File: config.mk
export PLATFORM = sky130hd
export DESIGN_NAME = lif_step_scheduler
export DESIGN_NICKNAME = d
export VERILOG_FILES = /design/src/rtl/lif_pkg.sv /design/src/rtl/lif_update_unit.sv /design/src/rtl/lif_step_scheduler.sv
export SDC_FILE = /design/constraint.sdc
export NUM_CORES = 1
export LEC_CHECK = 0
export BUFFER_PORTS_ARGS = -buffer_cell sky130_fd_sc_hd__buf_4
export CAP_MARGIN = 40
export CORE_UTILIZATION = 58
export DETAILED_ROUTE_END_ITERATION = 10
export PLACE_DENSITY_LB_ADDON = 0.1
export SYNTH_ARGS = -nofsm -noshare
export SYNTH_HDL_FRONTEND = slang
export SYNTH_HIERARCHICAL = 1
export SYNTH_SLANG_ARGS = --single-unit
File: constraint.sdc
create_clock -name clk -period 5.73 [get_ports clk]
set_input_delay 0.573 -clock clk [delete_from_list [all_inputs] [get_ports clk]]
set_output_delay 0.573 -clock clk [all_outputs]
set_load 0.02 [all_outputs]
File: src/rtl/lif_pkg.sv
// Shared types and helpers for the LIF timestep scheduler.
// Holds the FSM state enum, the default membrane width and the saturating adder.
package lif_pkg;

  typedef enum logic [1:0] {
    IDLE   = 2'd0,
    UPDATE = 2'd1,
    EMIT   = 2'd2,
    DONE   = 2'd3
  } lif_fsm_e;

  localparam int LIF_WIDTH = 8;

  // Unsigned add of two w-bit operands, clamped to 2^w-1 (w up to 32).
  function automatic logic [31:0] sat_add(input logic [31:0] a,
                                          input logic [31:0] b,
                                          input int          w);
    logic [32:0] s;
    logic [32:0] m;
    s = {1'b0, a} + {1'b0, b};
    m = (33'd1 << w) - 33'd1;
    return (s > m) ? m[31:0] : s[31:0];
  endfunction

endpackage

File: src/rtl/lif_update_unit.sv
// Combinational leak-and-add update for one neuron, shared across all virtual neurons.
// Produces the saturated next membrane value and the threshold-crossing flag.
module lif_update_unit
  import lif_pkg::*;
#(
  parameter int WIDTH = LIF_WIDTH
) (
  input  logic [WIDTH-1:0] cur_i,
  input  logic [WIDTH-1:0] state_i,
  input  logic             spiked_i,
  input  logic [WIDTH-1:0] thr_i,
  output logic [WIDTH-1:0] nxt_o,
  output logic             spk_o
);

  logic [WIDTH-1:0] leak;

  // A neuron that spiked last step contributes no leak term this step.
  assign leak  = spiked_i ? '0 : (state_i >> 1);
  assign nxt_o = WIDTH'(sat_add(32'(cur_i), 32'(leak), WIDTH));
  assign spk_o = (thr_i != '0) && (nxt_o >= thr_i);

endmodule

File: src/rtl/lif_step_scheduler.sv
// Time-multiplexed LIF timestep scheduler: visits neurons in order, emits spikes over valid/ready.
// Optional refractory counters are built when LIF_REFRACTORY_EN is defined.
//
// state  | meaning
// IDLE   | waiting for step_start; inputs latched on acceptance
// UPDATE | one neuron updated per cycle at idx
// EMIT   | spike event presented until spike_ready
// DONE   | step_done pulse, back to IDLE
module lif_step_scheduler
  import lif_pkg::*;
#(
  parameter  int NUM_NEURONS  = 4,
  parameter  int WIDTH        = LIF_WIDTH,
  parameter  int REFRAC_STEPS = 2,
  localparam int IW           = $clog2(NUM_NEURONS)
) (
  input  logic                         clk,
  input  logic                         reset,
  input  logic                         step_start,
  input  logic [NUM_NEURONS*WIDTH-1:0] currents_in,
  input  logic [WIDTH-1:0]             threshold,
  output logic                         busy,
  output logic                         step_done,
  output logic                         spike_valid,
  input  logic                         spike_ready,
  output logic [IW-1:0]                spike_idx,
  input  logic [IW-1:0]                rd_idx,
  output logic [WIDTH-1:0]             rd_state
);

  lif_fsm_e                     fsm_q, fsm_d;
  logic [IW-1:0]                idx_q, idx_d;
  logic [IW-1:0]                spike_idx_q, spike_idx_d;
  logic [NUM_NEURONS*WIDTH-1:0] cur_q;
  logic [WIDTH-1:0]             thr_q;
  logic [WIDTH-1:0]             state_q [NUM_NEURONS];
  logic [NUM_NEURONS-1:0]       spiked_q;

  logic [WIDTH-1:0] upd_nxt, wr_state;
  logic             upd_spk, spk, in_refrac, last, start_ok;

  assign last     = (idx_q == IW'(NUM_NEURONS - 1));
  assign start_ok = (fsm_q == IDLE) && step_start;

  lif_update_unit #(.WIDTH(WIDTH)) u_update (
    .cur_i   (cur_q[idx_q*WIDTH +: WIDTH]),
    .state_i (state_q[idx_q]),
    .spiked_i(spiked_q[idx_q]),
    .thr_i   (thr_q),
    .nxt_o   (upd_nxt),
    .spk_o   (upd_spk)
  );

`ifdef LIF_REFRACTORY_EN
  localparam int RW = $clog2(REFRAC_STEPS + 1);
  logic [RW-1:0] ref_q [NUM_NEURONS];

  assign in_refrac = (ref_q[idx_q] != '0);

  always_ff @(posedge clk) begin
    if (reset) begin
      for (int i = 0; i < NUM_NEURONS; i++) ref_q[i] <= '0;
    end else if (fsm_q == UPDATE) begin
      if (in_refrac)    ref_q[idx_q] <= ref_q[idx_q] - 1'b1;
      else if (upd_spk) ref_q[idx_q] <= RW'(REFRAC_STEPS);
    end
  end
`else
  logic unused_refrac;
  assign unused_refrac = (REFRAC_STEPS != 0);
  assign in_refrac     = 1'b0;
`endif

  // Refractory neurons are held at zero and cannot spike.
  assign wr_state = in_refrac ? '0 : upd_nxt;
  assign spk      = upd_spk && !in_refrac;

  always_comb begin
    fsm_d       = fsm_q;
    idx_d       = idx_q;
    spike_idx_d = spike_idx_q;
    unique case (fsm_q)
      IDLE: begin
        if (step_start) begin
          fsm_d = UPDATE;
          idx_d = '0;
        end
      end
      UPDATE: begin
        if (spk) begin
          spike_idx_d = idx_q;
          fsm_d       = EMIT;
        end else if (last) begin
          fsm_d = DONE;
        end else begin
          idx_d = idx_q + 1'b1;
        end
      end
      EMIT: begin
        if (spike_ready) begin
          if (last) begin
            fsm_d = DONE;
          end else begin
            idx_d = idx_q + 1'b1;
            fsm_d = UPDATE;
          end
        end
      end
      DONE:    fsm_d = IDLE;
      default: fsm_d = IDLE;
    endcase
  end

  always_ff @(posedge clk) begin
    if (reset) begin
      fsm_q       <= IDLE;
      idx_q       <= '0;
      spike_idx_q <= '0;
    end else begin
      fsm_q       <= fsm_d;
      idx_q       <= idx_d;
      spike_idx_q <= spike_idx_d;
    end
  end

  always_ff @(posedge clk) begin
    if (reset) begin
      for (int i = 0; i < NUM_NEURONS; i++) state_q[i] <= '0;
      spiked_q <= '0;
      cur_q    <= '0;
      thr_q    <= '0;
    end else begin
      if (start_ok) begin
        cur_q <= currents_in;
        thr_q <= threshold;
      end
      if (fsm_q == UPDATE) begin
        state_q[idx_q]  <= wr_state;
        spiked_q[idx_q] <= spk;
      end
    end
  end

  assign busy        = (fsm_q != IDLE);
  assign step_done   = (fsm_q == DONE);
  assign spike_valid = (fsm_q == EMIT);
  assign spike_idx   = spike_idx_q;
  assign rd_state    = state_q[rd_idx];

endmodule

Word level (Yosys, flattened, before mapping)
Memory sizes are Yosys's and may differ from the RTL's. A register that Yosys moved wholly into a read port is not among the register bits. Index checks and enable logic that the tools add are counted.

RAM bits: 32. Word-level logic and storage cells: 61. Input bits: 46. Flip-flop bits (word level): 50. Latch bits: 0. ROM bits: 0. Memories kept: 1. Output and inout bits: 13.

Memories: state_q (depth 4, width 8, rd ports 2, clocked after Yosys merged registers in 1, write ports 4, RTL line lif_step_scheduler.sv:36) `logic [WIDTH-1:0] state_q [NUM_NEURONS];`.

Div/mod/pow operators: 0. Shift-type cells: 1. Muxes and demuxes: 28. Bitwise operators: 0. Add/sub/neg operators: 2. Equality and inequality tests: 8. Multiply operators: 0. Order comparisons: 4. Reductions and logical operators: 11.

Operators by type and width (count): 32-bit by 6-bit indexed part select with 8-bit output (1); 2-bit 2-to-1 mux (12); 8-bit 2-to-1 mux (2); 8-bit by 7-bit adder with 9-bit output (1); 9-bit by 8-bit > comparator with 1-bit output (second input constant) (1); 8-bit greater-or-equal comparator (1); 1-bit 2-to-1 mux (8); 2-bit one-hot mux with 4 select lines (1); 8-bit nonzero test (1); 8-bit OR reduction (1); 7-bit 2-to-1 mux (1); 2-bit equality test (second input constant) (3); 2-bit one-hot mux with 3 select lines (1); 4-bit bitwise mux (1); 2-bit != test (second input constant) (2); 4-bit AND reduction (1); 1-bit logical AND (3); 2-bit by 3-bit < comparator with 1-bit output (second input constant) (1); 3-bit != test (second input constant) (1); 3-bit AND reduction (1); 3-bit nonzero test (1); 2-bit by 1-bit adder with 2-bit output (second input constant) (1); 1-bit binary-select mux with 2-bit select (1); 1-bit demux with 2-bit select (1); other kinds (6) (6).

Longest topological paths before layout
Gate-level depths: netlist of the first run.

Depth after elaboration: 12. Mapped depth: 20. Depth with buffers taken out: 17.

Hierarchy
Netlist of the first run, hierarchy kept.

Modules (own cells, without submodules): lif_step_scheduler (area each 3719.8 µm², times used 1, cells an instance 357); lif_update_unit (area each 585.6 µm², times used 1, cells an instance 81).

Worst setup path before layout of the first run
Ideal clock, no wire load.

Path type: reg-to-reg. Start: register with a tool-made name. End: register with a tool-made name. Setup time: 0.136 ns. Data arrival time: 4.005 ns. Buffers on the path: 2. Required time: 5.594 ns. Slack: 1.589 ns. Cell stages (with the launch flop): 19. Cells stage by stage: dfxtp_1 buf_2 mux4_2 nor2b_1 ha_1 fa_1 a211oi_2 o21ai_1 nand3_1 o21ai_0 ha_1 a21o_1 a221oi_1 o21ai_0 buf_2 nand2_1 nor4b_2 nor2b_1 nor3_1.

==> results of run 1 <==
## power by group through the flow
stage	clock network (mW)	logic [mW]	registers (mW)
finish	0.504	1.02	0.805
global route	0.532	1.13	0.819
CTS	0.508	1.01	0.806
detailed placement	0	1.00	0.819
global placement	0	0.974	0.815
floorplan	0	0.792	0.775
## routing by layer
layer | share of wire [%] | GRT usage [%] | up-vias
met5 | 0 | 0 | -
met4 | 2.3 | 13.1 | 0
met3 | 4.4 | 5.84 | 18
met2 | 50 | 43.2 | 86
met1 | 44 | 32.6 | 1589
li1 | - | - | 1603
## worst max path at each step
stage,startpoint,end
global route,flop,flop
floorplan,flop,flop
finish,flop,idx_q[1]
global placement,flop,flop
CTS,flop,idx_q[1]
detailed placement,flop,flop
## worst min-delay path, delay by kind of cell, from the launching register on
kind / cells / cell delay [ns]
and+or+nand+nor: 1 / 0.05
AOI/OAI and AO/OA: 1 / 0.05
DFF: 1 / 0.31
## registers in the layout, indices dropped and copies added (netlist names), named ones only
register,count
state_q,32
cur_q,32
spiked_q,4
fsm_q,2
spike_idx,2
thr_q,8
idx_q,2
## area by class of cell
| class | count | share of cell area [%] |
|---|---|---|
| multi-input combinational | 302 | 41.6 |
| sequential | 84 | 40.1 |
| timing repair buffer | 63 | 9.48 |
| clock buffer | 9 | 2.48 |
| tap | 96 | 2.41 |
| clock inverter | 7 | 2.28 |
| inverter | 22 | 1.65 |
## stage by stage
stage	setup WS [ns]	hold WS (ns)	power (mW)	cells
4_1_cts	0.866	0.448	2.33	583
2_1_floorplan	1.61	0.433	1.57	437
3_3_place_gp	1.11	0.440	1.79	567
5_1_grt	0.507	0.453	2.48	583
6_report	0.828	0.456	2.33	583
3_5_place_dp	0.930	0.447	1.82	567
## placed cells by master, fill, tap and decap left out, drive strengths merged, types with 4 or more instances in the layout
cell type,n
a21oi,51
buf,63
clkbuf,9
dfxtp,52
edfxtp,32
ha,20
inv,23
mux2i,4
mux4,24
nand2,102
nand2b,9
nand3,9
nor2,30
nor2b,13
o21ai,9
==> impl_metrics.yaml, run 1 <==
status:
  outcome: "finished clean"
finish:
  fill_cells: 524
  fin_area_um2: 4990
  finalCoreUtilization_pct: 71.9
  multiInputGateArea_um2: 2070
  layout-drive-gt1-share_pct: 21.8
  seqCellArea_um2: 2000
  fin_nets: 549
  antenna_cells: 0
  syn2layout_area_growth_pct: 16.5
setup_path:
  worst_path_max_delay_cell: "dfxtp_1"
  critPathLaunchType: "flop"
  critical_path_buf_inv_count: 1
  rr_worst_depth: 17
  crit_arrival_ns: 5.15
  critical-path-top-delay-family: "compound AO/OA/AOI/OAI gates"
  rrSetupSlack_ns: 0.83
  crit_type: "reg2reg"
  path_max_fanout: 8
  cp_cell_sequence: "mux4_2 > nor2b_1 > ha_1 > fa_1 > a211oi_2 > o21ai_1 > nand3_1 > o21ai_0 > ha_1 > a21o_1 > a221oi_1 > o21ai_0 > buf_4 > nand2_1 > nor4b_2 > a21oi_1 > nor3_1"
  cp-end-kind: "flop"
  slowest_delay_ns: 0.61
  r2r-end: "idx_q[1]"
  path_depth: 17
  cp.required_ns: 5.98
pwr:
  leakage_nw: 2.05
  power.net_switching_mw: 0.868
  p_per_area_nw_per_um2: 467
  p_sw_share_pct: 37.2
  vdd_drop_max_v: 0.000409
  p_seq_share_pct: 34.5
  pwr-share-clk_pct: 21.6
  pwr-share-comb_pct: 43.8
  intPower_mw: 1.46
detailed_routing:
  drt-wirelength-per-cell_um: 15.9
  drc: 0
  totalWireLength_um: 9250
  first_pass_iters: 4
  vias: 3296
  avgViaCountPerCell: 5.65
  ant_nets: 0
  dr.first_iter.drc_count: 146
placed_design:
  finalWeightedCongestion: 0.863
  post_dp_cell_area_um2: 4750
  port_buffers: 58
  dpl.hpwl_um: 6710
sta:
  fin_crit_sh_pct: 85.5
  finalSetupTns_ns: 0
  drv_slew: 0
  slew_headroom_pct: 56.6
  finClkSkew_ns: 0.00917
  hold_viol: 0
  rsz0062_at_grt: "false"
  final.min_clock_period_ns: 4.90
  setup_viol: 0
  fmax_ghz: 0.204
  worstMarginPinSlew_ns: 0.650
cts:
  cts_resized: 0
  clk_pin_slew_worst_paths_ns: 0.08
  cts_max_path_buffers: 2
  cts_tree: "done"
  clk_latency_ns: 0.35
  cts_buffers: 9
  postCtsSetupBuffers: 0
  hold_buffers: 0
  clkSinkCount: 84
  htree_levels: 3
  cts-root-buf: "clkbuf_8"
floorplan:
  die-area_um2: 7730
  ioPinCount: 59
  rows: 30
  core_area_um2: 6940
  die_h_um: 87.9
  start_util_pct: 61.7
  die_width_um: 87.9
global_route:
  antenna_found_initial: 0
  grt_pass1_wl_um: 15100
  grtUsageTotal_pct: 26.2
  grt_start_max_net_pins: 56
  grt_overflow: 0
  grt_pass1_vias: 3289
flow_run:
  maxCapViolCount: 0
synthesis:
  synth_nets: 504
  syn_area_um2: 4280
  yosysWarnings: 6
  syn_area_per_cell_um2: 9.80
  synthCells: 437
min_path:
  min_from: "cur_q[28]"
  hold_depth: 2
  hold_path_class: "reg2reg"
  holdPathEnd: "cur_q[28]"
Power figures use the tool's default switching activity.
==> run 2, diff against run 1 <==
--- a/config.mk
+++ b/config.mk
@@ -5,7 +5,7 @@
 export SDC_FILE = /design/constraint.sdc
 export NUM_CORES = 1
 export LEC_CHECK = 0
-export BUFFER_PORTS_ARGS = -buffer_cell sky130_fd_sc_hd__buf_4
+export BUFFER_PORTS_ARGS = -buffer_cell sky130_fd_sc_hd__buf_2
 export CAP_MARGIN = 40
 export CORE_UTILIZATION = 58
 export DETAILED_ROUTE_END_ITERATION = 10
==> run 2 against run 1 <==
Net effect:
- first-iteration DRC count increased by 21%
- sequential cell count unchanged
- cell area decreased by 3.9%
- sequential power decreased by 0.5%
- cell count increased by 0.17%
- critical path type unchanged
- critical endpoint unchanged
- largest power group unchanged
==> impl_metrics.yaml, run 2 (synthesis gave the netlist of run 1 again) <==
sta:
  fin_ws_ns: 0.929
  worstMarginPinSlew_ns: 0.569
  finalSetupTns_ns: 0
  fin_crit_sh_pct: 83.8
  slew_headroom_pct: 62.0
  drv_slew: 0
  fmax_ghz: 0.208
  setup_viol: 0
  finClkSkew_ns: 0.00763
  final.min_clock_period_ns: 4.80
  rsz0062_at_grt: "false"
  hold_viol: 0
pwr:
  leakage_nw: 1.99
  p_per_area_nw_per_um2: 448
  p_total_mw: 2.15
  intPower_mw: 1.31
  pwr-share-comb_pct: 46.0
  power.net_switching_mw: 0.840
  p_seq_share_pct: 37.3
  vdd_drop_max_v: 0.000487
  pwr-share-clk_pct: 16.7
  p_sw_share_pct: 39.1
finish:
  largestRegisters: "cur_q: 32 flops, state_q: 32 flops, thr_q: 8 flops"
  layout-drive-gt1-share_pct: 21.9
  layout_common_cells: "nand2_1, buf_2, dfxtp_1"
  final_common_cell: "nand2_1"
  stdcell_count: 584
  fin_nets: 550
  syn2layout_area_growth_pct: 11.9
  fill_cells: 561
  fin_area_um2: 4790
  antenna_cells: 0
min_path:
  hold_path_class: "reg2reg"
  hold_depth: 2
  min_from: "cur_q[14]"
  holdPathEnd: "cur_q[14]"
detailed_routing:
  first_pass_iters: 5
  drt-wirelength-per-cell_um: 14.8
  dr.first_iter.drc_count: 177
  totalWireLength_um: 8640
  avgViaCountPerCell: 5.52
  drc: 0
  vias: 3224
  ant_nets: 0
setup_path:
  rr_worst_depth: 17
  r2r-end: "idx_q[1]"
  path_max_fanout: 8
  cp-end-kind: "flop"
  cp.required_ns: 5.98
  crit_arrival_ns: 5.05
  crit_type: "reg2reg"
  rrSetupSlack_ns: 0.93
  critPathLaunchType: "flop"
global_route:
  grtUsageMet3_pct: 4.71
  grt_pass1_wl_um: 14400
  antenna_found_initial: 0
  grtUsageMet1_pct: 34.2
  grtUsageTotal_pct: 24.6
  grt_overflow: 0
  grt.busiest_layer: "met2"
  grt_start_max_net_pins: 45
  grt_pass1_vias: 3031
  grt_util_met2_pct: 40.0
floorplan:
  ioPinCount: 59
  rows: 30
  die_width_um: 87.9
  die-area_um2: 7730
  core_area_um2: 6940
  die_h_um: 87.9
  start_util_pct: 61.7
placed_design:
  finalWeightedCongestion: 0.879
  post_dp_cell_area_um2: 4630
  dp_slack_ns: 1.00
  dpl.hpwl_um: 6490
  dp_cells: 568
  port_buffers: 58
cts:
  clk_latency_ns: 0.33
  cts_max_path_buffers: 2
  cts_tree: "done"
  clkSinkCount: 84
  clk_pin_slew_worst_paths_ns: 0.08
  htree_levels: 3
  postCtsSetupBuffers: 0
  cts-root-buf: "clkbuf_8"
  hold_buffers: 0
  cts_buffers: 9
  cts_resized: 0
flow_run:
  maxCapViolCount: 0
status:
  outcome: "finished clean"
-- run 2: cell count changes in the layout (fill, tap and decap cells not counted) --
cell        previous run  this run
buf_2                  0        58
buf_12                 0         1
clkinv_2               0         1
bufinv_16              3         0
clkinvlp_2             0         1
clkinv_4               0         1
buf_4                 63         5
-- run 2: cell type report --
type / instances / area [um^2] / area share (%)
tap: 96 / 120 / 2.51
sequential: 84 / 2000 / 41.8
inverter: 22 / 82.6 / 1.72
clock inverter: 7 / 42.5 / 0.887
timing repair buffer: 64 / 348 / 7.26
clock buffer: 9 / 124 / 2.58
multi-input combinational: 302 / 2070 / 43.3
-- run 2: how the worst max path moves through the flow --
| stage | to | slack [ns] |
|---|---|---|
| floorplan | flop | 1.61 |
| global placement | flop | 1.06 |
| detailed placement | flop | 1.00 |
| CTS | idx_q[1] | 0.91 |
| global route | idx_q[1] | 0.49 |
| finish | idx_q[1] | 0.93 |
-- run 2: per-stage QoR --
stage | utilization [%] | hold WS (ns)
final | 69.0 | 0.453
after global routing | 69.0 | 0.461
after CTS | 69.0 | 0.453
after detailed placement | 66.6 | 0.444
after global placement | 66.3 | 0.440
after floorplan | - | 0.433
-- run 2: power groups by stage --
| stage | clock, mW | sequential (mW) | combinational (mW) |
|---|---|---|---|
| floorplan | 0 | 0.775 | 0.792 |
| global placement | 0 | 0.813 | 0.959 |
| detailed placement | 0 | 0.817 | 0.984 |
| CTS | 0.368 | 0.804 | 0.991 |
| global route | 0.391 | 0.818 | 1.11 |
| finish | 0.360 | 0.801 | 0.989 |
-- run 2: worst max-delay path: stages (launching register included) --
cell,delay (ns)
dfxtp_1,0.61
mux4_2,0.56
nor2b_1,0.15
ha_1,0.20
fa_1,0.43
a211oi_2,0.31
o21ai_1,0.15
nand3_1,0.20
o21ai_0,0.16
ha_1,0.32
a21o_1,0.18
a221oi_1,0.33
o21ai_0,0.17
buf_4,0.19
nand2_1,0.10
nor4b_2,0.34
a21oi_1,0.13
nor3_1,0.18
-- run 2: per-layer routing --
layer	routed length, um	up-vias
li1	-	1602
met1	3930	1520
met2	4200	86
met3	382	16
met4	137	0
met5	0	-
==> run 3, diff against run 2 <==
--- a/config.mk
+++ b/config.mk
@@ -7,7 +7,7 @@
 export LEC_CHECK = 0
 export BUFFER_PORTS_ARGS = -buffer_cell sky130_fd_sc_hd__buf_2
 export CAP_MARGIN = 40
-export CORE_UTILIZATION = 58
+export CORE_UTILIZATION = 52
 export DETAILED_ROUTE_END_ITERATION = 10
 export PLACE_DENSITY_LB_ADDON = 0.1
 export SYNTH_ARGS = -nofsm -noshare
==> constraint.sdc (replaced) <==
create_clock -name clk -period 3.9 [get_ports clk]
set_input_delay 0.39 -clock clk [delete_from_list [all_inputs] [get_ports clk]]
set_output_delay 0.39 -clock clk [all_outputs]
set_load 0.02 [all_outputs]
==> run 3 against run 2 <==
Net effect:
- the flow now finishes with violations (negative setup slack)
- wire length is 17% higher
- hold slack lost 0.19 ns
- clock power rose by 85%
- count of clock-buffer cells in the layout grew 4
- cell count rose by 9.1%
- cell area up 13%
- combinational power increased by 130%
- sequential cell count is the same
- die area is 11% higher
- critical path type unchanged
- critical endpoint is now fsm_q[1]
- largest cell class unchanged
==> impl_metrics.yaml, run 3 (synthesis gave the netlist of run 1 again) <==
sta:
  worstMarginPinSlew_ns: 0.561
  fin_ws_ns: -0.122
  slew_headroom_pct: 62.6
  fmax_ghz: 0.249
  fin_crit_sh_pct: 103
  drv_slew: 0
  rsz0062_at_grt: "true"
  final.min_clock_period_ns: 4.02
  finClkSkew_ns: 0.00919
  hold_viol: 0
  whs_ns: 0.261
  setup_viol: 6
finish:
  antenna_cells: 0
  layout_common_cells: "nand2_1, buf_2, dfxtp_1"
  finalCoreUtilization_pct: 68.8
  final_common_cell: "nand2_1"
  fin_nets: 597
  syn2layout_area_growth_pct: 26.1
  fin_area_um2: 5400
  stdcell_count: 637
  largestRegisters: "cur_q: 32 flops, state_q: 32 flops, thr_q: 8 flops"
  layout-drive-gt1-share_pct: 35.0
detailed_routing:
  vias: 3447
  totalWireLength_um: 10100
  drt-wirelength-per-cell_um: 15.9
  drc: 0
  first_pass_iters: 4
  ant_nets: 0
  avgViaCountPerCell: 5.41
  dr.first_iter.drc_count: 139
placed_design:
  dp_cells: 609
  post_dp_cell_area_um2: 4900
  finalWeightedCongestion: 0.888
  port_buffers: 58
  dp_slack_ns: -0.283
  dpl.hpwl_um: 7260
cts:
  clkSinkCount: 84
  clk_pin_slew_worst_paths_ns: 0.08
  cts_tree: "done"
  htree_levels: 3
  cts_buffers: 9
  cts-root-buf: "clkbuf_8"
  hold_buffers: 0
  cts_max_path_buffers: 2
  clk_latency_ns: 0.36
global_route:
  grtUsageTotal_pct: 25.5
  grt_pass1_wl_um: 16600
  grt_pass1_vias: 3473
  grt_start_max_net_pins: 56
  grt_overflow: 0
  antenna_found_initial: 0
setup_path:
  critPathCapture: "fsm_q[1]"
  rr_worst_depth: 15
  path_max_fanout: 4
  worst_path_max_delay_cell: "mux4_2"
  rrSetupSlack_ns: -0.12
  crit_type: "reg2reg"
  cp.required_ns: 4.19
  r2r-end: "fsm_q[1]"
  crit_top_cell: "o21ai_2"
  cp-end-kind: "flop"
  critPathLaunchType: "flop"
  cp_cell_sequence: "mux4_2 > nor2b_4 > ha_4 > fa_2 > a211oi_4 > o21ai_2 > o32a_1 > ha_1 > nand3_2 > o21ai_2 > buf_6 > inv_2 > a311o_1 > or3_1 > a21oi_1"
  r2r_start: "state_q[3][1]"
  crit_arrival_ns: 4.31
  slowest_delay_ns: 0.50
  cp-startpoint: "state_q[3][1]"
status:
  outcome: "finished, violations left"
  violations: "negative setup slack"
min_path:
  hold_path_class: "in2reg"
  min_from: "currents_in[14]"
  hold_depth: 3
floorplan:
  core_area_um2: 7850
  ioPinCount: 59
  rows: 32
  start_util_pct: 54.6
  die_h_um: 92.8
  die_width_um: 92.8
  die-area_um2: 8600
flow_run:
  maxCapViolCount: 0
pwr:
  p_per_area_nw_per_um2: 757
  vdd_drop_max_v: 0.000577
  leakage_nw: 2.30
run 3: critical path: cells and delay by family (launching register included):
family	cells	cell delay (ns)
AO/OA/AOI/OAI	6	1.44
adder cells (fa/ha/maj)	3	0.88
AND/OR/NAND/NOR	3	0.55
multiplexers	1	0.50
flip-flops	1	0.40
buffers and inverters	2	0.18
run 3: worst min-delay path by stage:
stage | to | slack, ns
after global routing | cur_q[14] | 0.26
after global placement | cur_q[13] | 0.44
after CTS | cur_q[14] | 0.26
after detailed placement | cur_q[16] | 0.45
final | cur_q[14] | 0.26
after floorplan | cur_q[14] | 0.43
run 3: final cells by class:
type,instances,area [um^2]
clock buffer,13,171
clock inverter,3,43.8
fill,635,2450
inverter,22,82.6
multi-input combinational,302,2260
sequential,84,2010
tap,102,128
timing repair buffer,111,711
run 3: per-stage QoR:
stage / power (mW) / TNS (ns)
5_1_grt: 4.33 / -1.47
3_3_place_gp: 2.98 / -0.930
4_1_cts: 3.97 / -0.327
2_1_floorplan: 2.32 / 0
3_5_place_dp: 3.02 / -1.72
6_report: 4.09 / -0.565
run 3: power breakdown:
| group | switching [mW] | leakage, nW | internal (mW) |
|---|---|---|---|
| sequential | 0.0887 | 0.760 | 1.07 |
| combinational | 1.13 | 1.43 | 1.13 |
| clock | 0.310 | 0.112 | 0.356 |
run 3: repair_timing:
item,4_1_cts,5_1_grt
endpoints found under the setup margin,11,11
endpoints found under the hold margin,0,0
buffers inserted,9,3
pin swaps,15,8
resized for setup,35,12
run 3: per-layer routing:
layer / share of wire, % / wire [um] / global-route usage [%] / vias to the layer above
li1: - / - / - / 1689
met1: 45 / 4580 / 33.9 / 1639
met2: 48 / 4870 / 42.0 / 98
met3: 4.6 / 468 / 5.67 / 21
met4: 2.1 / 208 / 6.92 / 0
met5: 0 / 0 / 0 / -
